$ cat src/rtl/servo_pwm_decoder_pkg.sv
// Shared constants and FSM encoding for the servo PWM decode path.
package servo_pkg;

    localparam logic [7:0] ANGLE_MAX = 8'd180;
    localparam logic [7:0] ANGLE_RST = 8'd90;

    typedef enum logic [1:0] {
        SYNC      = 2'd0,
        WAIT_RISE = 2'd1,
        HIGH      = 2'd2
    } state_e;

endpackage

$ cat src/rtl/servo_pwm_decoder_filter.sv
// Two-flop synchronizer plus glitch filter for slow pin inputs; strobes mark filtered edges.
module pwm_in_filter #(
    parameter int GLITCH_CYC = 4
) (
    input  logic clk,
    input  logic rst,
    input  logic pin_i,
    output logic level_o,
    output logic rise_o,
    output logic fall_o
);

    localparam int GW = $clog2(GLITCH_CYC + 1);

    logic          sync1_q, sync2_q;
    logic          level_q, rise_q, fall_q;
    logic [GW-1:0] cnt_q;

    // Level resets high so a pulse already in progress is never seen as a fresh rise.
    always_ff @(posedge clk) begin
        if (rst) begin
            sync1_q <= 1'b1;
            sync2_q <= 1'b1;
            level_q <= 1'b1;
            rise_q  <= 1'b0;
            fall_q  <= 1'b0;
            cnt_q   <= '0;
        end else begin
            sync1_q <= pin_i;
            sync2_q <= sync1_q;
            rise_q  <= 1'b0;
            fall_q  <= 1'b0;
            if (sync2_q != level_q) begin
                if (cnt_q == GW'(GLITCH_CYC - 1)) begin
                    level_q <= sync2_q;
                    rise_q  <= sync2_q;
                    fall_q  <= ~sync2_q;
                    cnt_q   <= '0;
                end else begin
                    cnt_q <= cnt_q + 1'b1;
                end
            end else begin
                cnt_q <= '0;
            end
        end
    end

    assign level_o = level_q;
    assign rise_o  = rise_q;
    assign fall_o  = fall_q;

endmodule

$ cat src/rtl/servo_pwm_decoder.sv
// Measures servo PWM high time and converts it to a 0..180 angle code without a divider.
module servo_pwm_decoder
    import servo_pkg::*;
#(
    parameter int CLK_MHZ      = 50,
    parameter int MIN_PULSE_US = 500,
    parameter int MAX_PULSE_US = 2500,
    parameter int TIMEOUT_US   = 25000,
    parameter int GLITCH_CYC   = 4,
    parameter int CNT_W        = 21
) (
    input  logic             clk,
    input  logic             rst,
    input  logic             pwm_in,
    output logic [7:0]       angle,
    output logic             angle_valid,
    output logic [CNT_W-1:0] pulse_cycles,
    output logic             range_err,
    output logic             signal_lost
);

    localparam int MIN_CYC = MIN_PULSE_US * CLK_MHZ;
    localparam int MAX_CYC = MAX_PULSE_US * CLK_MHZ;
    localparam int TO_CYC  = TIMEOUT_US * CLK_MHZ;
    localparam int DEG_CYC = (MAX_CYC - MIN_CYC) / 180;

    localparam logic [CNT_W-1:0] MIN_C   = CNT_W'(MIN_CYC);
    localparam logic [CNT_W-1:0] MAX_C   = CNT_W'(MAX_CYC);
    localparam logic [CNT_W-1:0] TO_C    = CNT_W'(TO_CYC);
    localparam logic [CNT_W-1:0] DEG_END = CNT_W'(DEG_CYC - 1);

    function automatic logic [CNT_W-1:0] sat_inc(input logic [CNT_W-1:0] v,
                                                 input logic [CNT_W-1:0] lim);
        return (v >= lim) ? v : v + 1'b1;
    endfunction

    logic level, rise, fall;

    pwm_in_filter #(.GLITCH_CYC(GLITCH_CYC)) u_filter (
        .clk     (clk),
        .rst     (rst),
        .pin_i   (pwm_in),
        .level_o (level),
        .rise_o  (rise),
        .fall_o  (fall)
    );

    state_e           state_q, state_d;
    logic             publish, stuck;
    logic [CNT_W-1:0] width_q, pre_q, wd_q, width_inc;
    logic [7:0]       deg_q;

    always_ff @(posedge clk) begin
        if (rst) state_q <= SYNC;
        else     state_q <= state_d;
    end

    always_comb begin
        state_d = state_q;
        publish = 1'b0;
        stuck   = 1'b0;
        case (state_q)
            SYNC:      if (!level) state_d = WAIT_RISE;
            WAIT_RISE: if (rise)   state_d = HIGH;
            HIGH: begin
                if (fall) begin
                    state_d = WAIT_RISE;
                    publish = 1'b1;
                end else if (width_q == TO_C) begin
                    state_d = SYNC;
                    stuck   = 1'b1;
                end
            end
            default:   state_d = SYNC;
        endcase
    end

    assign width_inc = sat_inc(width_q, TO_C);

    // Width counts filtered-high cycles, so at the fall strobe width_q equals the pulse length.
    always_ff @(posedge clk) begin
        if (rst) begin
            width_q      <= '0;
            pre_q        <= '0;
            deg_q        <= '0;
            wd_q         <= '0;
            angle        <= ANGLE_RST;
            pulse_cycles <= '0;
            angle_valid  <= 1'b0;
            range_err    <= 1'b0;
            signal_lost  <= 1'b1;
        end else begin
            angle_valid <= publish;
            wd_q        <= rise ? '0 : sat_inc(wd_q, TO_C);

            if (state_q == WAIT_RISE && rise) begin
                width_q <= CNT_W'(1);
                pre_q   <= '0;
                deg_q   <= '0;
            end else if (state_q == HIGH && !fall) begin
                width_q <= width_inc;
                if (width_inc > MIN_C && width_inc != width_q) begin
                    if (pre_q == DEG_END) begin
                        pre_q <= '0;
                        if (deg_q < ANGLE_MAX) deg_q <= deg_q + 8'd1;
                    end else begin
                        pre_q <= pre_q + 1'b1;
                    end
                end
            end

            if (publish) begin
                angle        <= (width_q > MAX_C) ? ANGLE_MAX : deg_q;
                pulse_cycles <= width_q;
                range_err    <= (width_q < MIN_C) || (width_q > MAX_C);
                signal_lost  <= 1'b0;
            end else if (stuck || wd_q == TO_C) begin
                signal_lost  <= 1'b1;
            end
        end
    end

endmodule

$ cat config.mk
export PLATFORM = sky130hd
export DESIGN_NAME = servo_pwm_decoder
export DESIGN_NICKNAME = d
export VERILOG_FILES = /design/src/rtl/servo_pwm_decoder_pkg.sv /design/src/rtl/servo_pwm_decoder_filter.sv /design/src/rtl/servo_pwm_decoder.sv
export SDC_FILE = /design/constraint.sdc
export NUM_CORES = 1
export LEC_CHECK = 0
export CAP_MARGIN = 20
export CORE_MARGIN = 1.5
export CORE_UTILIZATION = 30
export DETAILED_ROUTE_END_ITERATION = 10
export DONT_BUFFER_PORTS = 1
export HOLD_SLACK_MARGIN = 0.15
export PLACE_DENSITY_LB_ADDON = 0.1
export REMOVE_ABC_BUFFERS = 1
export SLEW_MARGIN = 20
export SYNTH_ARGS = -nofsm -noshare
export SYNTH_HDL_FRONTEND = slang
export SYNTH_SLANG_ARGS = --single-unit
export TNS_END_PERCENT = 5
$ cat constraint.sdc
create_clock -name clk -period 3.6 [get_ports clk]
set_input_delay 0.54 -clock clk [delete_from_list [all_inputs] [get_ports clk]]
set_output_delay 0.54 -clock clk [all_outputs]
set_load 0.005 [all_outputs]
**Word level (Yosys, flattened, before mapping)**

Cells that the tools add are included.

- Register bits after elaboration: 113
- Latch bits: 0
- RAM bits: 0
- Bits in read-only memories: 0
- Input bits: 3
- Output and inout bits: 32
- Word-level logic and storage cells: 76
- Memories kept: 0

- $add $sub $neg: 5
- Multipliers: 0
- Div/mod/pow operators: 0
- Order comparisons: 6
- Equal/unequal tests: 11
- Shift operators: 0
- Muxes and demuxes: 17
- Bitwise operators: 3
- Reduce and logical (&&, ||, !) cells: 17

Operator list:

| cell | number |
|---|---|
| $add A21 B1 Y21 const B | 3 |
| $eq A21 B21 Y1 const B | 2 |
| $ge A21 B21 Y1 const B | 2 |
| $mux W21 | 2 |
| $eq A21 B10 Y1 const B | 1 |
| $gt A21 B15 Y1 const B | 1 |
| $gt A21 B17 Y1 const B | 1 |
| $lt A21 B15 Y1 const B | 1 |
| $ne A21 B21 Y1 | 1 |
| $mux W1 | 9 |
| $add A8 B1 Y8 const B | 1 |
| $lt A8 B8 Y1 const B | 1 |
| $mux W2 | 4 |
| $mux W8 | 1 |
| $pmux W2 S3 | 1 |
| $reduce_or A3 Y1 | 2 |
| $reduce_and A2 Y1 | 2 |
| $reduce_and A4 Y1 | 1 |
| $reduce_bool A2 Y1 | 2 |
| $reduce_or A2 Y1 | 2 |
| $add A3 B1 Y3 const B | 1 |
| $eq A3 B2 Y1 const B | 1 |
| $logic_and A1 B1 Y1 | 3 |
| $ne A3 B2 Y1 const B | 1 |
| 10 further kinds | 13 |

**Longest topological paths before layout**

- Depth in word-level cells: 7
- Mapped depth: 12
- Mapped depth without buffers: 10

**By module**

From an unflattened synthesis, not the netlist that was laid out.

- Cells, all modules: 710
- Area total of the unflattened synthesis: 5,674.2 µm²

By module, submodules not included:

| module | times used | cells each | area each (µm²) | sequential area each (µm²) |
|---|---|---|---|---|
| servo_pwm_decoder | 1 | 689 | 5,395.2 | 2,102.0 |
| pwm_in_filter | 1 | 21 | 279.0 | 160.2 |

**Least setup slack after synthesis**

Ideal clock, no wire load.

- Kind: reg-to-reg
- From: reg width_q[1]
- To: reg pre_q[10]
- Library setup time: 0.070 ns
- Data arrival time: 3.023 ns
- Path slack: 0.506 ns
- Stages on the path, launching flop included: 12
- Buffers on the path: 1
- Period minus slack after synthesis: 3.094 ns
- Cell sequence: dfxtp_1 > ha_1 > nand2_1 > nor4_1 > o2111ai_1 > xnor2_1 > a31oi_1 > nor4_4 > o21ai_2 > buf_6 > or4_1 > a21oi_1

- Cells in the longest elaborated chain, start to end: 5
- Elaborated cells on any way between the ends: 7
- Those cells by class: 1 x add/sub; 2 x order compare; 1 x eq/ne; 1 x mux; 2 x reduce/logical

RTL lines:

| item | RTL line | source |
|---|---|---|
| start, declared | servo_pwm_decoder.sv:50 | `logic [CNT_W-1:0] width_q, pre_q, wd_q, width_inc;` |
| start signal, assigned | servo_pwm_decoder.sv:101 | `width_q <= width_inc;` |
| $add A21 B1 Y21 or $ge A21 B21 Y1 (tied branches) | servo_pwm_decoder.sv:34 | `return (v >= lim) ? v : v + 1'b1;` |
| $mux W21 | servo_pwm_decoder.sv:34 |  |
| $gt A21 B15 Y1 or $ne A21 B21 Y1 (tied branches) | servo_pwm_decoder.sv:102 | `if (width_inc > MIN_C && width_inc != width_q) begin` |
| $logic_and A1 B1 Y1 (*) | servo_pwm_decoder.sv:102 |  |
| $reduce_and A2 Y1 (no line) (*) | -- |  |
| end signal, assigned | servo_pwm_decoder.sv:107 | `pre_q <= pre_q + 1'b1;` |
| end, declared | servo_pwm_decoder.sv:50 |  |

Mark *: on every way between the ends. The rest lies on a longest branch, timed or not.
A chain may end at the register's enable or synchronous reset.

**Final worst setup path**

- From: reg width_q[1]
- To: reg deg_q[6]

- Cells in the longest elaborated chain, start to end: 5
- Elaborated cells on any way between the ends: 7
- Those cells by class: 1 x add/sub; 2 x order compare; 1 x eq/ne; 1 x mux; 2 x reduce/logical

RTL lines:

| item | RTL line | source |
|---|---|---|
| $add A21 B1 Y21 or $ge A21 B21 Y1 (tied branches) | servo_pwm_decoder.sv:34 |  |
| $mux W21 | servo_pwm_decoder.sv:34 |  |
| $gt A21 B15 Y1 or $ne A21 B21 Y1 (tied branches) | servo_pwm_decoder.sv:102 |  |
| $logic_and A1 B1 Y1 (*) | servo_pwm_decoder.sv:102 |  |
| $reduce_and A4 Y1 (no line) (*) | -- |  |
| end signal, assigned | servo_pwm_decoder.sv:105 | `if (deg_q < ANGLE_MAX) deg_q <= deg_q + 8'd1;` |
| end, declared | servo_pwm_decoder.sv:51 | `logic [7:0] deg_q;` |

Marks and branches as above.

==> flow_summary.json <==
{
  "status": "complete, but fails checks",
  "violations": "DRC",
  "synth_warnings": 0,
  "switching_share": 0.211,
  "tritoncts": "built",
  "worstHoldStart": "rst",
  "slew_viol_final": 0,
  "hold_ws_ns": 0.186,
  "hold_depth": 1,
  "synth_seq_area_share": 0.404,
  "min_period_over_period": 0.905,
  "synth_edf_count": 0,
  "r2r_end": "deg_q[6]",
  "h-tree-depth": 4,
  "num_vias": 4885,
  "end_kind": "flip-flop",
  "area_delta_synth_final_pct": 16.3,
  "syn_area_mm2": 0.00560,
  "fin_skew_ns": 0.0129,
  "wl_mm": 14.5,
  "routabilityCongestion": 0.844,
  "wl_per_cell_um": 15.5,
  "final_cell_area_mm2": 0.00651,
  "reg2reg_from": "width_q[1]",
  "seqPwrFrac": 0.412,
  "cpPeakStageDelay_ns": 0.46,
  "num_antenna_cells": 0,
  "root_buffer": "clkbuf_16",
  "ys_async_sr_fraction": 0,
  "critical_path_arrival_ns": 3.60,
  "ys_top_cells_by_area": "dfxtp_1 40%, nor2_1 5.9%, nand2_1 5.3%",
  "antenna_found_initial": 0,
  "dieArea_mm2": 0.0195,
  "synth_cell_types": 64,
  "cp_max_fo": 7,
  "cp_num_buf_inv": 2,
  "slew_headroom": 0.456,
  "ys.flop_type": "dfxtp_1",
  "fill_cells": 1921,
  "rsz0062_at_grt": "no",
  "p_sw_mw": 0.645,
  "critPathKind": "flip-flop to flip-flop",
  "cts_hold_buf": 0,
  "die_w_um": 140,
  "worstHoldEndpoint": "pulse_cycles[11]",
  "drcViolationCount": 4,
  "vdd_ir_drop_max_mv": 0.317,
  "grt-ovfl-total": 0,
  "drive_gt1_frac": 0.104,
  "io_buffers": 0,
  "grt_pass1_vias": 4678,
  "max_clock_freq_mhz": 307,
  "drv_cap": 0,
  "final_net_count": 702,
  "grt_use_total": 0.157,
  "yosysTopAreaCellShare": 0.404,
  "via_per_inst": 5.24,
  "ctsLongestPathBuffers": 2,
  "grt_start_max_net_pins": 45,
  "numCtsBuffers": 17,
  "clock-sinks": 113,
  "synth_area_leader_cell": "dfxtp_1",
  "die_h_um": 140,
  "io_pins": 35,
  "initial_core_util": 0.308,
  "worstSkewPairLatency_ns": 0.42,
  "seq_area_mm2": 0.00226,
  "syn_area_per_cell_um2": 8.09,
  "detailed_place_hpwl_mm": 10.2,
  "coreArea_mm2": 0.0181,
  "dr.pass1.iters": 8,
  "min-delay-path-class": "input port to flip-flop",
  "tightest_slew_ns": 0.815,
  "hold_viol_final": 0,
  "dpl_cell_area_mm2": 0.00589,
  "min_period_ns": 3.26,
  "worstPathRequired_ns": 3.94,
  "syn_inst": 692,
  "p_comb_frac": 0.010,
  "row_count": 49,
  "finalSetupViolCount": 0,
  "powerDensity_mw_per_mm2": 470,
  "critPathLaunchType": "flip-flop",
  "grt_pass1_wl_mm": 24.4,
  "detail-route-antenna-nets": 0,
  "ff2ff_path_depth": 12,
  "clk_pin_slew_ns": 0.05,
  "r2r_slack_ns": 0.34,
  "finalSetupTns_ns": 0,
  "p_int_mw": 2.42,
  "clkPwrFrac": 0.579,
  "ys_ff_latch": 113,
  "crit_family": "simple AND/OR/NAND/NOR gates",
  "crit_chain": "ha_2 -> nand2_1 -> nor4_1 -> buf_4 -> o2111ai_1 -> xnor2_1 -> a31oi_1 -> nor4_4 -> buf_4 -> o2111ai_1 -> or4_1 -> a21oi_1",
  "yosysMostFrequentCell": "dfxtp_1",
  "cp_slowest_cell": "or4_1",
  "synth_common_cells": "113 x dfxtp_1, 88 x nor2_1, 79 x nand2_1, 57 x a21oi_1, 35 x clkbuf_1",
  "multi_input_area_mm2": 0.00309,
  "drtIter0Drc": 386,
  "p_leak_nw": 2.20
}
[flip-flops by register name (all words and copies together), names as in the netlist]
register / flops
pre_q: 21
pulse_cycles: 21
wd_q: 21
width_q: 21
angle: 8
deg_q: 8
u_filter.cnt_q: 3
state_q: 2
angle_valid: 1
range_err: 1
signal_lost: 1
u_filter.fall_o: 1
u_filter.level_o: 1
u_filter.rise_o: 1
u_filter.sync1_q: 1
u_filter.sync2_q: 1
[cells by family (layout without fill, tap and decap cells)]
family                     after synthesis  count (layout)  synth area share
and+or+nand+nor                        323             323             0.299
AOI/OAI and AO/OA                      143             143             0.164
DFF                                    113             113             0.404
buffers and inverters                   60              71            0.0440
xor gates and xnor gates                43              43            0.0673
adders and majority gates                9               9            0.0201
muxes                                    1               1           0.00179
[repair_timing]
item	in CTS	in global routing
setup buffers	0	0
resized for setup	0	2
endpoints found under the setup margin	0	18
[metal layers]
layer,wire (um),vias to the layer above,global-route usage
met1,7460,2296,0.223
li1,-,2475,-
met3,761,17,0.0413
met5,0,-,0
met4,238,0,0.0643
met2,6000,97,0.225
[cell type report]
cell class                 instances  area share
multi-input combinational        519       0.475
sequential                       113       0.348
clock buffer                      18      0.0659
tap                              229      0.0440
timing repair buffer              25      0.0308
clock inverter                    14      0.0288
inverter                          14     0.00807
[worst reg2reg max path: cells and delay by family, from the launching register on]
| family | cells | cell delay, ns |
|---|---|---|
| buffers and inverters | 2 | 0.38 |
| AOI/OAI and AO/OA | 4 | 0.71 |
| adders and majority gates | 1 | 0.25 |
| DFF | 1 | 0.39 |
| xor gates and xnor gates | 1 | 0.19 |
| and+or+nand+nor | 4 | 1.27 |
[cell usage in the layout (no fill, tap or decap), drive strengths merged, types with 4 or more instances in the layout]
master | netlist | routed
and2 | 6 | 6
nor2 | 89 | 89
nand2b | 6 | 6
and3 | 15 | 15
or4 | 17 | 17
nor3 | 16 | 16
nand2 | 79 | 79
or3 | 7 | 7
clkinv | 0 | 5
a211oi | 4 | 4
nand3 | 26 | 26
o21ai | 27 | 27
xor2 | 27 | 27
buf | 11 | 25
a21oi | 57 | 57
ha | 9 | 9
nand4 | 17 | 17
a31oi | 7 | 7
o211ai | 6 | 6
bufinv | 0 | 4
xnor2 | 16 | 16
clkbuf | 35 | 18
dfxtp | 113 | 113
or2 | 7 | 7
o31ai | 9 | 9
clkinvlp | 0 | 4
o2111ai | 12 | 12
nor4 | 11 | 11
inv | 14 | 15
nor4b | 4 | 4
[power groups by stage]
stage                     sequential, mW  combinational, mW  clock [mW]
after floorplan                     1.29             0.0204           0
after global placement              1.29             0.0303           0
after detailed placement            1.29             0.0306           0
after CTS                           1.26             0.0306        1.81
after global routing                1.26             0.0343        1.89
final                               1.26             0.0298        1.77
[metrics by stage]
step	worst slack [ns]	power (mW)	util	cells
3_3_place_gp	0.419	1.32	0.325	900
5_1_grt	0.0106	3.18	0.359	932
6_report	0.341	3.06	0.359	932
3_5_place_dp	0.281	1.32	0.325	900
4_1_cts	0.224	3.10	0.359	932
2_1_floorplan	0.202	1.31	-	646
[worst max path at each step]
stage / from / endpoint / slack [ns] / depth (start not counted)
global placement: width_q[1] / pre_q[6] / 0.42 / 12
global route: width_q[1] / deg_q[6] / 0.01 / 12
CTS: width_q[1] / deg_q[6] / 0.22 / 12
floorplan: width_q[0] / pre_q[5] / 0.20 / 10
finish: width_q[1] / deg_q[6] / 0.34 / 12
detailed placement: width_q[1] / deg_q[6] / 0.28 / 12
No activity file was read; power rests on OpenSTA's default activity.
